$ cat config.mk
export PLATFORM = sky130hd
export DESIGN_NAME = mii_rx_deframer
export DESIGN_NICKNAME = d
export VERILOG_FILES = /design/src/rtl/mii_net_pkg.sv /design/src/rtl/crc32_d8.sv /design/src/rtl/mii_rx_deframer.sv
export SDC_FILE = /design/constraint.sdc
export NUM_CORES = 1
export LEC_CHECK = 0
export CORE_ASPECT_RATIO = 1.75
export CORE_MARGIN = 8
export CORE_UTILIZATION = 55
export DETAILED_ROUTE_END_ITERATION = 10
export PLACE_DENSITY = 0.76
export SLEW_MARGIN = 20
export SYNTH_ARGS = -nofsm -noshare
export SYNTH_HDL_FRONTEND = slang
export SYNTH_HIERARCHICAL = 1
export SYNTH_SLANG_ARGS = --single-unit
$ cat constraint.sdc
create_clock -name enet_rx_clk -period 2.7 [get_ports enet_rx_clk]
set_input_delay 0.675 -clock enet_rx_clk [delete_from_list [all_inputs] [get_ports enet_rx_clk]]
set_output_delay 0.675 -clock enet_rx_clk [all_outputs]
set_load 0.01 [all_outputs]
$ cat src/rtl/mii_net_pkg.sv
// Shared definitions for the MII receive/transmit framing logic.
//   rx_state_t     - receive deframer FSM states
//   CRC32_*        - reflected Ethernet CRC-32 constants
//   *_NIBBLE       - preamble / start-of-frame-delimiter nibble values
//   ERR_*          - bit positions inside the per-frame error word
package mii_net_pkg;

    typedef enum logic [1:0] {
        S_IDLE     = 2'd0,
        S_PREAMBLE = 2'd1,
        S_DATA     = 2'd2,
        S_DROP     = 2'd3
    } rx_state_t;

    localparam logic [31:0] CRC32_POLY    = 32'hEDB8_8320;
    localparam logic [31:0] CRC32_INIT    = 32'hFFFF_FFFF;
    // Register value left behind after running a frame together with its own FCS.
    localparam logic [31:0] CRC32_RESIDUE = 32'hDEBB_20E3;

    localparam logic [3:0] PRE_NIBBLE = 4'h5;
    localparam logic [3:0] SFD_NIBBLE = 4'hD;

    localparam int ERR_CRC      = 0;
    localparam int ERR_ALIGN    = 1;
    localparam int ERR_RUNT     = 2;
    localparam int ERR_OVERSIZE = 3;
    localparam int ERR_RX_ER    = 4;

endpackage

$ cat src/rtl/crc32_d8.sv
// Combinational one-byte step of the reflected Ethernet CRC-32.
// Shared between the receive checker and the transmit FCS generator.
//   crc_in  [31:0] - current CRC register
//   data    [7:0]  - byte to absorb, consumed LSB first
//   crc_out [31:0] - CRC register after absorbing data
module crc32_d8
    import mii_net_pkg::*;
(
    input  logic [31:0] crc_in,
    input  logic [7:0]  data,
    output logic [31:0] crc_out
);

    always_comb begin
        logic [31:0] c;
        c = crc_in;
        for (int i = 0; i < 8; i++) begin
            if (c[0] ^ data[i]) begin
                c = (c >> 1) ^ CRC32_POLY;
            end else begin
                c = c >> 1;
            end
        end
        crc_out = c;
    end

endmodule

$ cat src/rtl/mii_rx_deframer.sv
// MII receive deframer: strips preamble/SFD, pairs nibbles into bytes
// (low nibble first), checks the frame and reports one status word per frame.
//   enet_rx_clk    - PHY receive clock, sole clock
//   i_reset        - synchronous active-high reset
//   enet_rx_dv/er  - MII data valid / receive error
//   enet_rx_data   - MII receive nibble
//   o_data/o_valid - received byte stream, FCS included
//   o_sof          - marks the first byte of a frame
//   o_done         - one-cycle end-of-frame strobe qualifying o_len/o_good/o_err
//   o_err          - {rx_er, oversize, runt, align, crc}
//
// state    | meaning
// ---------+---------------------------------------------------------
// IDLE     | line quiet, waiting for the first preamble nibble
// PREAMBLE | counting 0x5 nibbles, waiting for SFD
// DATA     | assembling bytes, updating CRC and frame length
// DROP     | malformed start, ignore everything until dv falls
module mii_rx_deframer
    import mii_net_pkg::*;
#(
    parameter int MIN_PRE = 8,
    parameter int MAX_LEN = 1518,
    parameter int MIN_LEN = 64
) (
    input  logic        enet_rx_clk,
    input  logic        i_reset,
    input  logic        enet_rx_dv,
    input  logic        enet_rx_er,
    input  logic [3:0]  enet_rx_data,
    output logic [7:0]  o_data,
    output logic        o_valid,
    output logic        o_sof,
    output logic        o_done,
    output logic [10:0] o_len,
    output logic        o_good,
    output logic [4:0]  o_err
);

    localparam logic [3:0]  MIN_PRE_C = 4'(MIN_PRE);
    localparam logic [10:0] MAX_LEN_C = 11'(MAX_LEN);
    localparam logic [10:0] MIN_LEN_C = 11'(MIN_LEN);

    logic        r_dv;
    logic        r_er;
    logic [3:0]  r_nib;

    rx_state_t   state;
    rx_state_t   state_nxt;
    logic        start_frame;
    logic        end_frame;

    logic [3:0]  pre_cnt;
    logic [10:0] byte_cnt;
    logic        nib_phase;
    logic [3:0]  low_nib;
    logic [31:0] crc;
    logic [31:0] crc_nxt;
    logic        flag_rx_er;
    logic        flag_oversize;
    logic        byte_done;
    logic [7:0]  cur_byte;
    logic [4:0]  frame_err;

    always_ff @(posedge enet_rx_clk) begin
        if (i_reset) begin
            r_dv  <= 1'b0;
            r_er  <= 1'b0;
            r_nib <= 4'h0;
        end else begin
            r_dv  <= enet_rx_dv;
            r_er  <= enet_rx_er;
            r_nib <= enet_rx_data;
        end
    end

    always_ff @(posedge enet_rx_clk) begin
        if (i_reset) begin
            state <= S_IDLE;
        end else begin
            state <= state_nxt;
        end
    end

    always_comb begin
        state_nxt   = state;
        start_frame = 1'b0;
        end_frame   = 1'b0;
        case (state)
            S_IDLE: begin
                if (r_dv) begin
                    state_nxt = (r_nib == PRE_NIBBLE) ? S_PREAMBLE : S_DROP;
                end
            end
            S_PREAMBLE: begin
                if (!r_dv) begin
                    state_nxt = S_IDLE;
                end else if (r_nib == PRE_NIBBLE) begin
                    state_nxt = S_PREAMBLE;
                end else if (r_nib == SFD_NIBBLE && pre_cnt >= MIN_PRE_C) begin
                    state_nxt   = S_DATA;
                    start_frame = 1'b1;
                end else begin
                    state_nxt = S_DROP;
                end
            end
            S_DATA: begin
                if (!r_dv) begin
                    state_nxt = S_IDLE;
                    end_frame = 1'b1;
                end
            end
            S_DROP: begin
                if (!r_dv) begin
                    state_nxt = S_IDLE;
                end
            end
            default: state_nxt = S_IDLE;
        endcase
    end

    assign cur_byte  = {r_nib, low_nib};
    assign byte_done = (state == S_DATA) && r_dv && nib_phase;

    crc32_d8 u_crc (
        .crc_in  (crc),
        .data    (cur_byte),
        .crc_out (crc_nxt)
    );

    // Evaluated in the dv-low cycle, when count and CRC already include the last byte.
    always_comb begin
        frame_err               = 5'b0;
        frame_err[ERR_CRC]      = (crc != CRC32_RESIDUE);
        frame_err[ERR_ALIGN]    = nib_phase;
        frame_err[ERR_RUNT]     = (byte_cnt < MIN_LEN_C);
        frame_err[ERR_OVERSIZE] = flag_oversize;
        frame_err[ERR_RX_ER]    = flag_rx_er;
    end

    always_ff @(posedge enet_rx_clk) begin
        if (i_reset) begin
            pre_cnt       <= 4'd0;
            byte_cnt      <= 11'd0;
            nib_phase     <= 1'b0;
            low_nib       <= 4'h0;
            crc           <= 32'h0;
            flag_rx_er    <= 1'b0;
            flag_oversize <= 1'b0;
            o_data        <= 8'h0;
            o_valid       <= 1'b0;
            o_sof         <= 1'b0;
            o_done        <= 1'b0;
            o_len         <= 11'd0;
            o_good        <= 1'b0;
            o_err         <= 5'b0;
        end else begin
            o_valid <= 1'b0;
            o_sof   <= 1'b0;
            o_done  <= 1'b0;

            if (state == S_IDLE && r_dv && r_nib == PRE_NIBBLE) begin
                pre_cnt <= 4'd1;
            end else if (state == S_PREAMBLE && r_dv && r_nib == PRE_NIBBLE &&
                         pre_cnt != 4'hF) begin
                pre_cnt <= pre_cnt + 4'd1;
            end

            if (start_frame) begin
                byte_cnt      <= 11'd0;
                nib_phase     <= 1'b0;
                crc           <= CRC32_INIT;
                flag_rx_er    <= 1'b0;
                flag_oversize <= 1'b0;
            end

            if (state == S_DATA && r_dv) begin
                nib_phase <= ~nib_phase;
                if (r_er) begin
                    flag_rx_er <= 1'b1;
                end
                if (!nib_phase) begin
                    low_nib <= r_nib;
                end
            end

            // Bytes past MAX_LEN still feed the CRC and length, only the stream stops.
            if (byte_done) begin
                crc <= crc_nxt;
                if (byte_cnt != 11'h7FF) begin
                    byte_cnt <= byte_cnt + 11'd1;
                end
                if (byte_cnt < MAX_LEN_C) begin
                    o_valid <= 1'b1;
                    o_data  <= cur_byte;
                    o_sof   <= (byte_cnt == 11'd0);
                end else begin
                    flag_oversize <= 1'b1;
                end
            end

            if (end_frame) begin
                o_done <= 1'b1;
                o_len  <= byte_cnt;
                o_err  <= frame_err;
                o_good <= (frame_err == 5'b0);
            end
        end
    end

endmodule

==> Word-level counts from Yosys, hierarchy flattened <==
Cells that the tools add are included.
{ "classes": {"addsub": 2, "magnitude_cmp": 3, "eq_ne": 10, "mux": 38, "bitwise": 19, "reduce_logical": 21} }
{ "op_table": {"columns": ["op", "count"], "rows": [
  ["$mux W32", 10],
  ["$not A13 Y14", 8],
  ["$mux W11", 3],
  ["$ne A32 B32 Y1 const B", 1],
  ["$mux W1", 19],
  ["$add A11 B1 Y11 const B", 1],
  ["$logic_not A11 Y1", 1],
  ["$lt A11 B11 Y1 const B", 1],
  ["$lt A11 B7 Y1 const B", 1],
  ["$ne A11 B11 Y1 const B", 1],
  ["$mux W2", 5],
  ["$logic_and A1 B1 Y1", 8],
  ["$xor A1 B1 Y1", 8],
  ["$pmux W2 S3", 1],
  ["$reduce_and A2 Y1", 3],
  ["$reduce_bool A2 Y1", 3],
  ["$reduce_or A2 Y1", 3],
  ["$logic_not A5 Y1", 1],
  ["$add A4 B1 Y4 const B", 1],
  ["$eq A2 B2 Y1 const B", 2],
  ["$eq A4 B3 Y1 const B", 1],
  ["$eq A4 B4 Y1 const B", 1],
  ["$ge A4 B4 Y1 const B", 1],
  ["$ne A2 B2 Y1 const B", 2],
  ["other kinds (5)", 7]
]} }
{ "word_totals": {"register_bits": 90, "input_bits": 8, "output_inout_bits": 28, "word_cells": 112} }

==> Depth between registers and ports, before layout <==
Gate-level depths: netlist of run 1.
{ "logic_depth": {"depth_word": 17, "ltp_mapped": 6, "ltp_nobuf": 5} }

==> By module <==
The synthesis of run 1 kept the hierarchy.
{ "modules_own_cells": {"columns": ["module", "n_inst", "cells_each", "area_per_inst_um2", "seq_area_each_um2"], "rows": [
  ["mii_rx_deframer", 1, 365, 3524.6, 1801.7],
  ["crc32_d8", 1, 70, 769.5, 0.0]
]} }

==> Worst setup path before layout of run 1 <==
OpenSTA, ideal clock, no wires.
{ "synth_path": {"kind": "register to register", "startpoint": "register r_nib[3]", "endpoint": "register crc[20]", "setup_ns": 0.119, "arrival_time_ns": 1.962, "required_ns": 2.581, "slack_ns": 0.619, "path_stages_with_launch": 6, "n_path_buf": 0, "period_less_slack_ns": 2.081, "path_cell_list": "dfxtp_1 xnor2_2 xor2_4 xnor3_1 xor3_1 o221a_2"} }
{ "synth_between": {"word_cells_on_any_way": 11, "cone_classes": "2 x eq/ne; 6 x mux; 1 x bitwise; 2 x reduce/logical"} }
{ "synth_rtl": {"columns": ["element", "line_no", "source"], "rows": [
  ["from (decl)", "mii_rx_deframer.sv:45", "logic [3:0] r_nib;"],
  ["from (signal assigned)", "mii_rx_deframer.sv:72", "r_nib <= enet_rx_data;"],
  ["$xor A1 B1 Y1", "crc32_d8.sv:18", "if (c[0] ^ data[i]) begin"],
  ["$mux W32", "crc32_d8.sv:18", null],
  ["named net crc_nxt[20]", "mii_rx_deframer.sv:57", "logic [31:0] crc_nxt;"],
  ["$mux W32", "mii_rx_deframer.sv:187", "if (byte_done) begin"],
  ["to (signal assigned)", "mii_rx_deframer.sv:188", "crc <= crc_nxt;"],
  ["to (decl)", "mii_rx_deframer.sv:56", "logic [31:0] crc;"]
]} }
The timed path passes the listed nets, and every way through them passes these cells.
A chain may end at the register's enable or synchronous reset.

==> Worst setup path in the final report of run 1 <==
Ends and elaborated chain as after synthesis.

==> results of run 1 <==
==> through the flow <==
step	utilization	setup WS, ns	std cells	hold slack [ns]	total power [mW]
after CTS	0.6736	0.4139	562	0.4596	2.929
after detailed placement	0.6301	0.4642	546	0.4490	1.568
after global routing	0.6736	0.3261	562	0.4830	2.988
after floorplan	-	0.6192	435	0.4441	1.515
final	0.6736	0.4189	562	0.4582	2.909
after global placement	0.6301	0.5198	546	0.4462	1.565
==> worst register-to-register path, delay by kind of cell, from the launching register on <==
| family | cells | cell delay [ns] |
|---|---|---|
| flip-flops | 1 | 0.39 |
| AO/OA/AOI/OAI | 1 | 0.30 |
| XOR/XNOR | 4 | 1.49 |
==> sequential cells by signal (all words and copies together), names as in the netlist, 2 cells and up <==
register	cells
crc	32
byte_cnt	11
o_len	11
o_data	8
o_err	5
low_nib	4
pre_cnt	4
r_nib	4
state	2
==> area by class of cell <==
class                      instances  share of cell area
multi-input combinational        311              0.4627
tap                               88             0.02160
inverter                           8            0.005891
timing repair buffer              49             0.09180
clock inverter                     6             0.01767
sequential                        90              0.3535
clock buffer                      10             0.04688
==> cells in the mapped netlist, drive strengths merged (6+ instances only) <==
| library cell | instances |
|---|---|
| dfxtp | 90 |
| nor3 | 6 |
| o221a | 32 |
| xor2 | 18 |
| nand2 | 57 |
| buf | 7 |
| inv | 7 |
| o21ai | 6 |
| nand4b | 7 |
| nor2b | 8 |
| a21oi | 26 |
| nand3 | 14 |
| clkbuf | 19 |
| nor2 | 14 |
| xnor2 | 50 |
| mux2i | 13 |
==> per-layer routing <==
metal,global-route usage,wire length (µm),share of wire,vias to the layer above
met5,0,0,0,-
met4,0.1216,507,0.048,0
met3,0.03324,286,0.027,29
met2,0.3630,5879,0.55,72
met1,0.2156,3972,0.37,1658
li1,-,-,-,1630
==> cell families after synthesis <==
kind of cell    Yosys count
simple gates            138
xor+xnor                 71
buf+inv                  34
fa+ha+maj                 4
compound gates           85
mux                      13
flops                    90
==> worst paths after layout <==
kind / to / slack [ns] / cells past startpoint
min reg2reg: o_err[2]$_SDFFE_PP0P_ / 0.46 / 2
max reg2reg: crc[20]$_SDFFE_PP0P_ / 0.42 / 5
max: crc[20]$_SDFFE_PP0P_ / 0.42 / 5
min: o_err[2]$_SDFFE_PP0P_ / 0.46 / 2
==> power by group through the flow <==
stage | clock [mW] | sequential, mW | combinational, mW
floorplan | 0 | 1.38 | 0.139
global placement | 0 | 1.38 | 0.185
detailed placement | 0 | 1.38 | 0.188
CTS | 1.39 | 1.35 | 0.190
global route | 1.43 | 1.35 | 0.206
finish | 1.37 | 1.35 | 0.191
==> impl_metrics.env, run 1 <==
export IMPL_status="completed"
export IMPL_synth_warning_count=6
export IMPL_post_synth_adder_cell_area=0.01166
export IMPL_clockPowerShare=0.470
export IMPL_cp_num_buf_inv=0
export IMPL_seq_area_mm2=0.001802
export IMPL_synth_area_mux_share=0.03030
export IMPL_max_clock_freq_mhz=438.4
export IMPL_path_delay_family="XOR/XNOR gates"
export IMPL_floorplan_io_pins=36
export IMPL_timing_critical_path_cells="xnor2_2, xor2_4, xnor3_1, xor3_1, o221a_2"
export IMPL_startpoint="r_nib[3]$_SDFF_PP0_"
export IMPL_setup_worst_path_class="reg2reg"
export IMPL_initial_utilization=0.5675
export IMPL_fin_setup_tns_ns=0
export IMPL_min_delay_path_class="reg2reg"
export IMPL_floorplan_die_area_mm2=0.01100
export IMPL_synthesis_area_mm2=0.004294
export IMPL_cp_end_kind="register"
export IMPL_setup_viol=0
export IMPL_netlist_area_leader_share=0.4196
export IMPL_critPathMaxFanout=7
export IMPL_worstMarginPinSlew_ns=1.031
export IMPL_clkTransAtPathRegs_ns=0.07
export IMPL_number_of_global_route_vias_before_repair=3550
export IMPL_wl_per_cell_um=18.94
export IMPL_coreArea_mm2=0.007567
export IMPL_dpl_hpwl_um=7744
export IMPL_power_frac_comb=0.066
export IMPL_tritoncts="done"
export IMPL_maxSlewHeadroom=0.3112
export IMPL_first_iter_violations=213
export IMPL_synthFlopType="dfxtp_1"
export IMPL_pwr_share_seq=0.464
export IMPL_nFillCells=610
export IMPL_grt_setup_unrepaired="false"
export IMPL_synth_top_family_by_area="XOR/XNOR gates"
export IMPL_synth_cell_types=52
export IMPL_multi_input_area_mm2=0.002359
export IMPL_grt_start_max_net_pins=53
export IMPL_yosys_area_top_type="dfxtp_1"
export IMPL_clk_latency_ns=0.35
export IMPL_cts_hold_repair_buffers=0
export IMPL_synth_simple_area_share=0.1664
export IMPL_wire_length_of_the_first_global_routing_pass_um=17690
export IMPL_power_ir_vdd_worst_v=0.0004036
export IMPL_antenna_cells_inserted=0
export IMPL_slew_viol_final=0
export IMPL_worst_ep_arrival_time_ns=2.52
export IMPL_post_cts_setup_buffer_count=0
export IMPL_layout_drive_gt1_share=0.1624
export IMPL_post_route_period_util=0.8448
export IMPL_p_int_mw=2.259
export IMPL_chipWidth_um=82.80
export IMPL_routed_via_density=6.030
export IMPL_via_count_of_the_routed_design=3389
export IMPL_synth_enable_flop_cells=0
export IMPL_power_per_cell_area_mw_per_mm2=570.8
export IMPL_final_cell_area_mm2=0.005097
export IMPL_startpoint_type="register"
export IMPL_clkSinkCount=90
export IMPL_area_delta_synth_final_pct=18.71
export IMPL_cts_root_to_sink_buffers=2
export IMPL_cp_required_ns=2.94
export IMPL_layout_cells_most_common="dfxtp_1"
export IMPL_max_stage_delay_ns=0.55
export IMPL_antenna_found_initial=0
export IMPL_synth_xor_xnor_area_share=0.1812
export IMPL_r2r_start="r_nib[3]$_SDFF_PP0_"
export IMPL_globalplace_congestion=0.9490
export IMPL_synth_area_per_cell_um2=9.872
export IMPL_final_cell_mix="dfxtp_1 (90), nand2_1 (57), xnor2_1 (44)"
export IMPL_synth_ff_latch_count=90
export IMPL_drt_drc_violations_left=0
export IMPL_synth_compound_area_share=0.1597
export IMPL_postSynthNetCount=447
export IMPL_timing_hold_violations_final=0
export IMPL_routed_wirelength_um=10640
export IMPL_worst_hold_startpoint="o_err[2]$_SDFFE_PP0P_"
export IMPL_net_switching_power_uw=650.6
export IMPL_std_cell_rows=42
export IMPL_grt_overflow=0
export IMPL_ys_async_sr_fraction=0
export IMPL_antenna_left=0
export IMPL_h_tree_lvls=3
export IMPL_clock_tree_root_cell="clkbuf_16"
export IMPL_cts_bufs_inserted=9
export IMPL_number_of_iterations_in_the_first_detailed_routing_pass=4
export IMPL_synth_cells=435
export IMPL_drv_cap=0
export IMPL_die_height_um=132.9
export IMPL_globalRouteTotalUtil=0.2065
export IMPL_cp_slowest_cell="xnor3_1"
export IMPL_timing_final_crit_period_ns=2.281
export IMPL_finish_net_count=481
export IMPL_cts_resized=0
export IMPL_fin_worst_skew_ns=0.008389
export IMPL_switching_share=0.2236
export IMPL_placement_io_buffers=35
export IMPL_power_leakage_nw=1.753
export IMPL_seq_area_frac_synth=0.4196
export IMPL_placement_cell_area_mm2=0.004768
export IMPL_synth_area_top_cells="dfxtp_1 (42%), xnor2_1 (9.0%), o221a_2 (8.4%)"
Power figures use the tool's default switching activity.
==> run 2: changes to the inputs <==
- CORE_UTILIZATION: 55 -> 52
- clock period: 2.7 -> 2 ns (I/O delays scaled with it)
==> impl_metrics.env, run 2 (synthesis results as in run 1) <==
export IMPL_status="completed"
export IMPL_layout_cells_most_common="dfxtp_1"
export IMPL_wire_length_of_the_first_global_routing_pass_um=17530
export IMPL_power_leakage_nw=1.884
export IMPL_worst_ep_arrival_time_ns=2.21
export IMPL_clk_latency_ns=0.34
export IMPL_fin_worst_skew_ns=0.005459
export IMPL_switching_share=0.2274
export IMPL_cts_hold_repair_buffers=0
export IMPL_worstMarginPinSlew_ns=0.5826
export IMPL_drv_cap=0
export IMPL_maxSlewHeadroom=0.6102
export IMPL_std_cell_rows=44
export IMPL_routed_wirelength_um=11030
export IMPL_final_util=0.6566
export IMPL_power_frac_comb=0.075
export IMPL_timing_hold_violations_final=0
export IMPL_min_delay_path_class="reg2reg"
export IMPL_pwr_share_seq=0.463
export IMPL_cts_root_to_sink_buffers=2
export IMPL_worst_slack_ns=0.02223
export IMPL_layout_drive_gt1_share=0.2137
export IMPL_post_route_period_util=0.9889
export IMPL_area_delta_synth_final_pct=24.59
export IMPL_dpl_hpwl_um=7949
export IMPL_h_tree_lvls=3
export IMPL_max_clock_freq_mhz=505.6
export IMPL_grt_start_max_net_pins=53
export IMPL_number_of_iterations_in_the_first_detailed_routing_pass=4
export IMPL_grt_overflow=0
export IMPL_die_height_um=136.2
export IMPL_chipWidth_um=84.70
export IMPL_largest_register_ffs=32
export IMPL_final_hold_worst_slack_ns=0.4573
export IMPL_startpoint="r_nib[3]$_SDFF_PP0_"
export IMPL_slew_viol_final=0
export IMPL_r2r_start="r_nib[3]$_SDFF_PP0_"
export IMPL_registers_top_by_ff_count="crc"
export IMPL_finish_net_count=503
export IMPL_setup_viol=0
export IMPL_antenna_left=0
export IMPL_tritoncts="done"
export IMPL_routed_via_density=5.930
export IMPL_globalplace_congestion=0.8972
export IMPL_clock_tree_root_cell="clkbuf_16"
export IMPL_setup_worst_path_class="reg2reg"
export IMPL_clockPowerShare=0.462
export IMPL_timing_final_crit_period_ns=1.978
export IMPL_cp_end_kind="register"
export IMPL_cp_slowest_cell="xnor3_2"
export IMPL_max_stage_delay_ns=0.50
export IMPL_initial_utilization=0.5270
export IMPL_clkTransAtPathRegs_ns=0.06
export IMPL_cp_num_buf_inv=0
export IMPL_via_count_of_the_routed_design=3487
export IMPL_path_delay_family="XOR/XNOR gates"
export IMPL_layout_top_registers="crc (32), byte_cnt (11), o_len (11)"
export IMPL_grt_setup_unrepaired="true"
export IMPL_power_per_cell_area_mw_per_mm2=735.0
export IMPL_drt_drc_violations_left=0
export IMPL_timing_critical_path_cells="xnor2_4, xor2_4, xnor3_2, xor3_1, o221a_2"
export IMPL_globalRouteTotalUtil=0.1944
export IMPL_wl_per_cell_um=18.77
export IMPL_final_cell_mix="dfxtp_1 (86), nand2_1 (57), xnor2_1 (42)"
export IMPL_coreArea_mm2=0.008148
export IMPL_dp_worst_setup_slack_ns=-0.07357
export IMPL_cts_bufs_inserted=9
export IMPL_antenna_found_initial=0
export IMPL_floorplan_die_area_mm2=0.01154
export IMPL_cp_required_ns=2.23
export IMPL_worst_hold_startpoint="o_len[2]$_SDFFE_PP0P_"
export IMPL_startpoint_type="register"
export IMPL_first_iter_violations=252
export IMPL_floorplan_io_pins=36
export IMPL_antenna_cells_inserted=0
export IMPL_placement_io_buffers=35
export IMPL_critPathMaxFanout=7
export IMPL_net_switching_power_uw=894.3
export IMPL_power_ir_vdd_worst_v=0.0004927
export IMPL_p_int_mw=3.038
export IMPL_clkSinkCount=90
export IMPL_number_of_global_route_vias_before_repair=3545
## run 2: power groups by stage
stage	logic [mW]	clock network, mW	registers, mW
final	0.293	1.82	1.82
after global routing	0.312	1.92	1.82
after CTS	0.285	1.85	1.82
after detailed placement	0.280	0	1.86
after global placement	0.275	0	1.86
after floorplan	0.192	0	1.86
## run 2: timing repair
item                       CTS  global route
setup buffers                0             5
hold endpoints to repair     0             0
setup endpoints to repair    2             3
cloned                       0             0
pin swaps                    0             5
resized for setup            1             2
## run 2: area by class of cell
| type | instances | area, µm² |
|---|---|---|
| sequential | 90 | 1809 |
| fill | 631 | 2798 |
| timing repair buffer | 71 | 645.6 |
| multi-input combinational | 311 | 2420 |
| tap | 92 | 115.1 |
| clock buffer | 11 | 264.0 |
| clock inverter | 5 | 66.31 |
| inverter | 8 | 30.03 |
## run 2: routing by layer
layer	share of wire	routed length, µm	global-route usage	up-vias
met2	0.56	6170	0.3710	78
met4	0.054	591	0.1386	0
met3	0.029	322	0.04116	43
met1	0.36	3950	0.1764	1699
met5	0	0	0	-
li1	-	-	-	1667
## run 2: stage by stage
step / power (mW) / instance area (µm²) / cells / setup TNS [ns]
2_1_floorplan: 2.050 / 4347 / 435 / 0
3_3_place_gp: 2.137 / 4966 / 567 / 0
3_5_place_dp: 2.143 / 4966 / 567 / -0.1220
4_1_cts: 3.961 / 5304 / 583 / 0
5_1_grt: 4.056 / 5350 / 588 / -0.07019
6_report: 3.932 / 5350 / 588 / 0
## run 2: path summary, 6_finish.rpt
path	slack, ns	depth (start not counted)	to
setup / recovery	0.02	5	crc[20]$_SDFFE_PP0P_
hold / removal	0.46	2	o_len[2]$_SDFFE_PP0P_
setup reg to reg	0.02	5	crc[20]$_SDFFE_PP0P_
hold reg to reg	0.46	2	o_len[2]$_SDFFE_PP0P_
## run 2: tightest hold or removal path: cells and delay by family (launching register included)
kind	cells	cell delay [ns]
AO/OA/AOI/OAI	1	0.05
flip-flops	1	0.31
AND/OR/NAND/NOR	1	0.05
==> run 3: changes to the inputs <==
- SETUP_SLACK_MARGIN: default -> 0.02
==> impl_metrics.env, run 3 (synthesis results as in run 1) <==
export IMPL_pwr_share_seq=0.462
export IMPL_setup_worst_path_class="reg2reg"
export IMPL_critPathMaxFanout=4
export IMPL_grt_start_max_net_pins=53
export IMPL_status="completed"
export IMPL_clkTransAtPathRegs_ns=0.06
export IMPL_initial_utilization=0.5270
export IMPL_via_count_of_the_routed_design=3503
export IMPL_antenna_cells_inserted=0
export IMPL_seq_area_mm2=0.001810
export IMPL_clockPowerShare=0.463
export IMPL_coreArea_mm2=0.008148
export IMPL_switching_share=0.2197
export IMPL_power_ir_vdd_worst_v=0.0005713
export IMPL_cts_root_to_sink_buffers=2
export IMPL_registers_top_by_ff_count="crc"
export IMPL_final_cell_mix="dfxtp_1 (85), nand2_1 (57), xnor2_1 (43)"
export IMPL_globalplace_congestion=0.9114
export IMPL_p_int_mw=3.079
export IMPL_power_leakage_nw=1.889
export IMPL_final_cell_area_mm2=0.005360
export IMPL_placement_cell_area_mm2=0.004987
export IMPL_largest_register_ffs=32
export IMPL_startpoint_type="register"
export IMPL_cts_bufs_inserted=9
export IMPL_number_of_iterations_in_the_first_detailed_routing_pass=4
export IMPL_die_height_um=136.2
export IMPL_finalPower_mw=3.946
export IMPL_area_delta_synth_final_pct=24.83
export IMPL_min_delay_path_class="reg2reg"
export IMPL_h_tree_lvls=3
export IMPL_placed_instance_count=568
export IMPL_antenna_left=0
export IMPL_floorplan_die_area_mm2=0.01154
export IMPL_power_per_cell_area_mw_per_mm2=736.2
export IMPL_layout_cells_non_filler=588
export IMPL_drt_drc_violations_left=0
export IMPL_dpl_hpwl_um=8137
export IMPL_clkSinkCount=90
export IMPL_layout_top_registers="crc (32), byte_cnt (11), o_len (11)"
export IMPL_timing_hold_violations_final=0
export IMPL_globalRouteTotalUtil=0.1980
export IMPL_number_of_global_route_vias_before_repair=3643
export IMPL_cp_required_ns=2.23
export IMPL_std_cell_rows=44
export IMPL_max_clock_freq_mhz=529.1
export IMPL_wire_length_of_the_first_global_routing_pass_um=17860
export IMPL_routed_via_density=5.957
export IMPL_net_switching_power_uw=867.2
export IMPL_setup_viol=0
export IMPL_worst_ep_arrival_time_ns=2.12
export IMPL_power_frac_comb=0.075
export IMPL_worstMarginPinSlew_ns=0.5478
export IMPL_grt_overflow=0
export IMPL_finish_net_count=503
export IMPL_drv_cap=0
export IMPL_clock_tree_root_cell="clkbuf_16"
export IMPL_fin_worst_skew_ns=0.005669
export IMPL_slew_viol_final=0
export IMPL_first_iter_violations=237
export IMPL_grt_setup_unrepaired="false"
export IMPL_layout_cells_most_common="dfxtp_1"
export IMPL_layout_drive_gt1_share=0.2157
export IMPL_post_route_period_util=0.9449
export IMPL_nFillCells=647
export IMPL_clk_latency_ns=0.34
export IMPL_timing_final_crit_period_ns=1.890
export IMPL_maxSlewHeadroom=0.6335
export IMPL_placement_io_buffers=35
export IMPL_final_util=0.6579
export IMPL_cp_end_kind="register"
export IMPL_routed_wirelength_um=11220
export IMPL_antenna_found_initial=0
export IMPL_multi_input_area_mm2=0.002419
export IMPL_wl_per_cell_um=19.08
export IMPL_fin_setup_tns_ns=0
export IMPL_chipWidth_um=84.70
export IMPL_tritoncts="done"
export IMPL_floorplan_io_pins=36
==> run 3: path summary, 6_finish.rpt <==
path,to,cells past startpoint,startpoint,slack [ns]
worst max register to register,crc[20]$_SDFFE_PP0P_,5,low_nib[0]$_SDFFE_PP0P_,0.11
worst max-delay path,crc[20]$_SDFFE_PP0P_,5,low_nib[0]$_SDFFE_PP0P_,0.11
worst min-delay path,o_len[4]$_SDFFE_PP0P_,2,o_len[4]$_SDFFE_PP0P_,0.45
worst min register to register,o_len[4]$_SDFFE_PP0P_,2,o_len[4]$_SDFFE_PP0P_,0.45
==> run 3: cell type report <==
| class | instances | area share |
|---|---|---|
| flip-flops and latches | 90 | 0.3378 |
| clock buffers | 10 | 0.04458 |
| clock inverters | 6 | 0.01657 |
| inverters | 8 | 0.005602 |
| multi-input cells | 311 | 0.4512 |
| repair buffers | 71 | 0.1228 |
| well taps | 92 | 0.02148 |
==> run 3: timing repair <==
action                     CTS  global route
setup endpoints to repair    2             3
setup buffers                0             4
pin swaps                    0             3
hold buffers                 0             0
resized for setup            1             2
==> run 3: per-stage QoR <==
stage	hold WS, ns	setup WS (ns)
finish	0.4535	0.1101
global route	0.4732	0.008871
global placement	0.4436	0.04642
detailed placement	0.4462	-0.008511
floorplan	0.4441	0.01228
CTS	0.4537	0.07531
==> run 3: power by group through the flow <==
stage                     Sequential (mW)  Combinational [mW]  Clock, mW
after floorplan                      1.86               0.192          0
after global placement               1.86               0.283          0
after detailed placement             1.86               0.288          0
after CTS                            1.82               0.292       1.85
after global routing                 1.82               0.317       1.92
final                                1.82               0.297       1.83
==> run 3: worst max-delay path, stage by stage (launching register included) <==
cell and delay [ns]:
dfxtp_2 0.36, xnor2_4 0.29, xor2_4 0.17, xnor3_2 0.48, xor3_1 0.20, o221a_2 0.29
==> run 3: per-layer routing <==
| layer | up-vias | wire, µm | track usage | part of all wire |
|---|---|---|---|---|
| met5 | - | 0 | 0 | 0 |
| met3 | 30 | 338 | 0.02906 | 0.030 |
| li1 | 1669 | - | - | - |
| met4 | 0 | 445 | 0.1196 | 0.040 |
| met2 | 101 | 6482 | 0.3952 | 0.58 |
| met1 | 1703 | 3953 | 0.1809 | 0.35 |
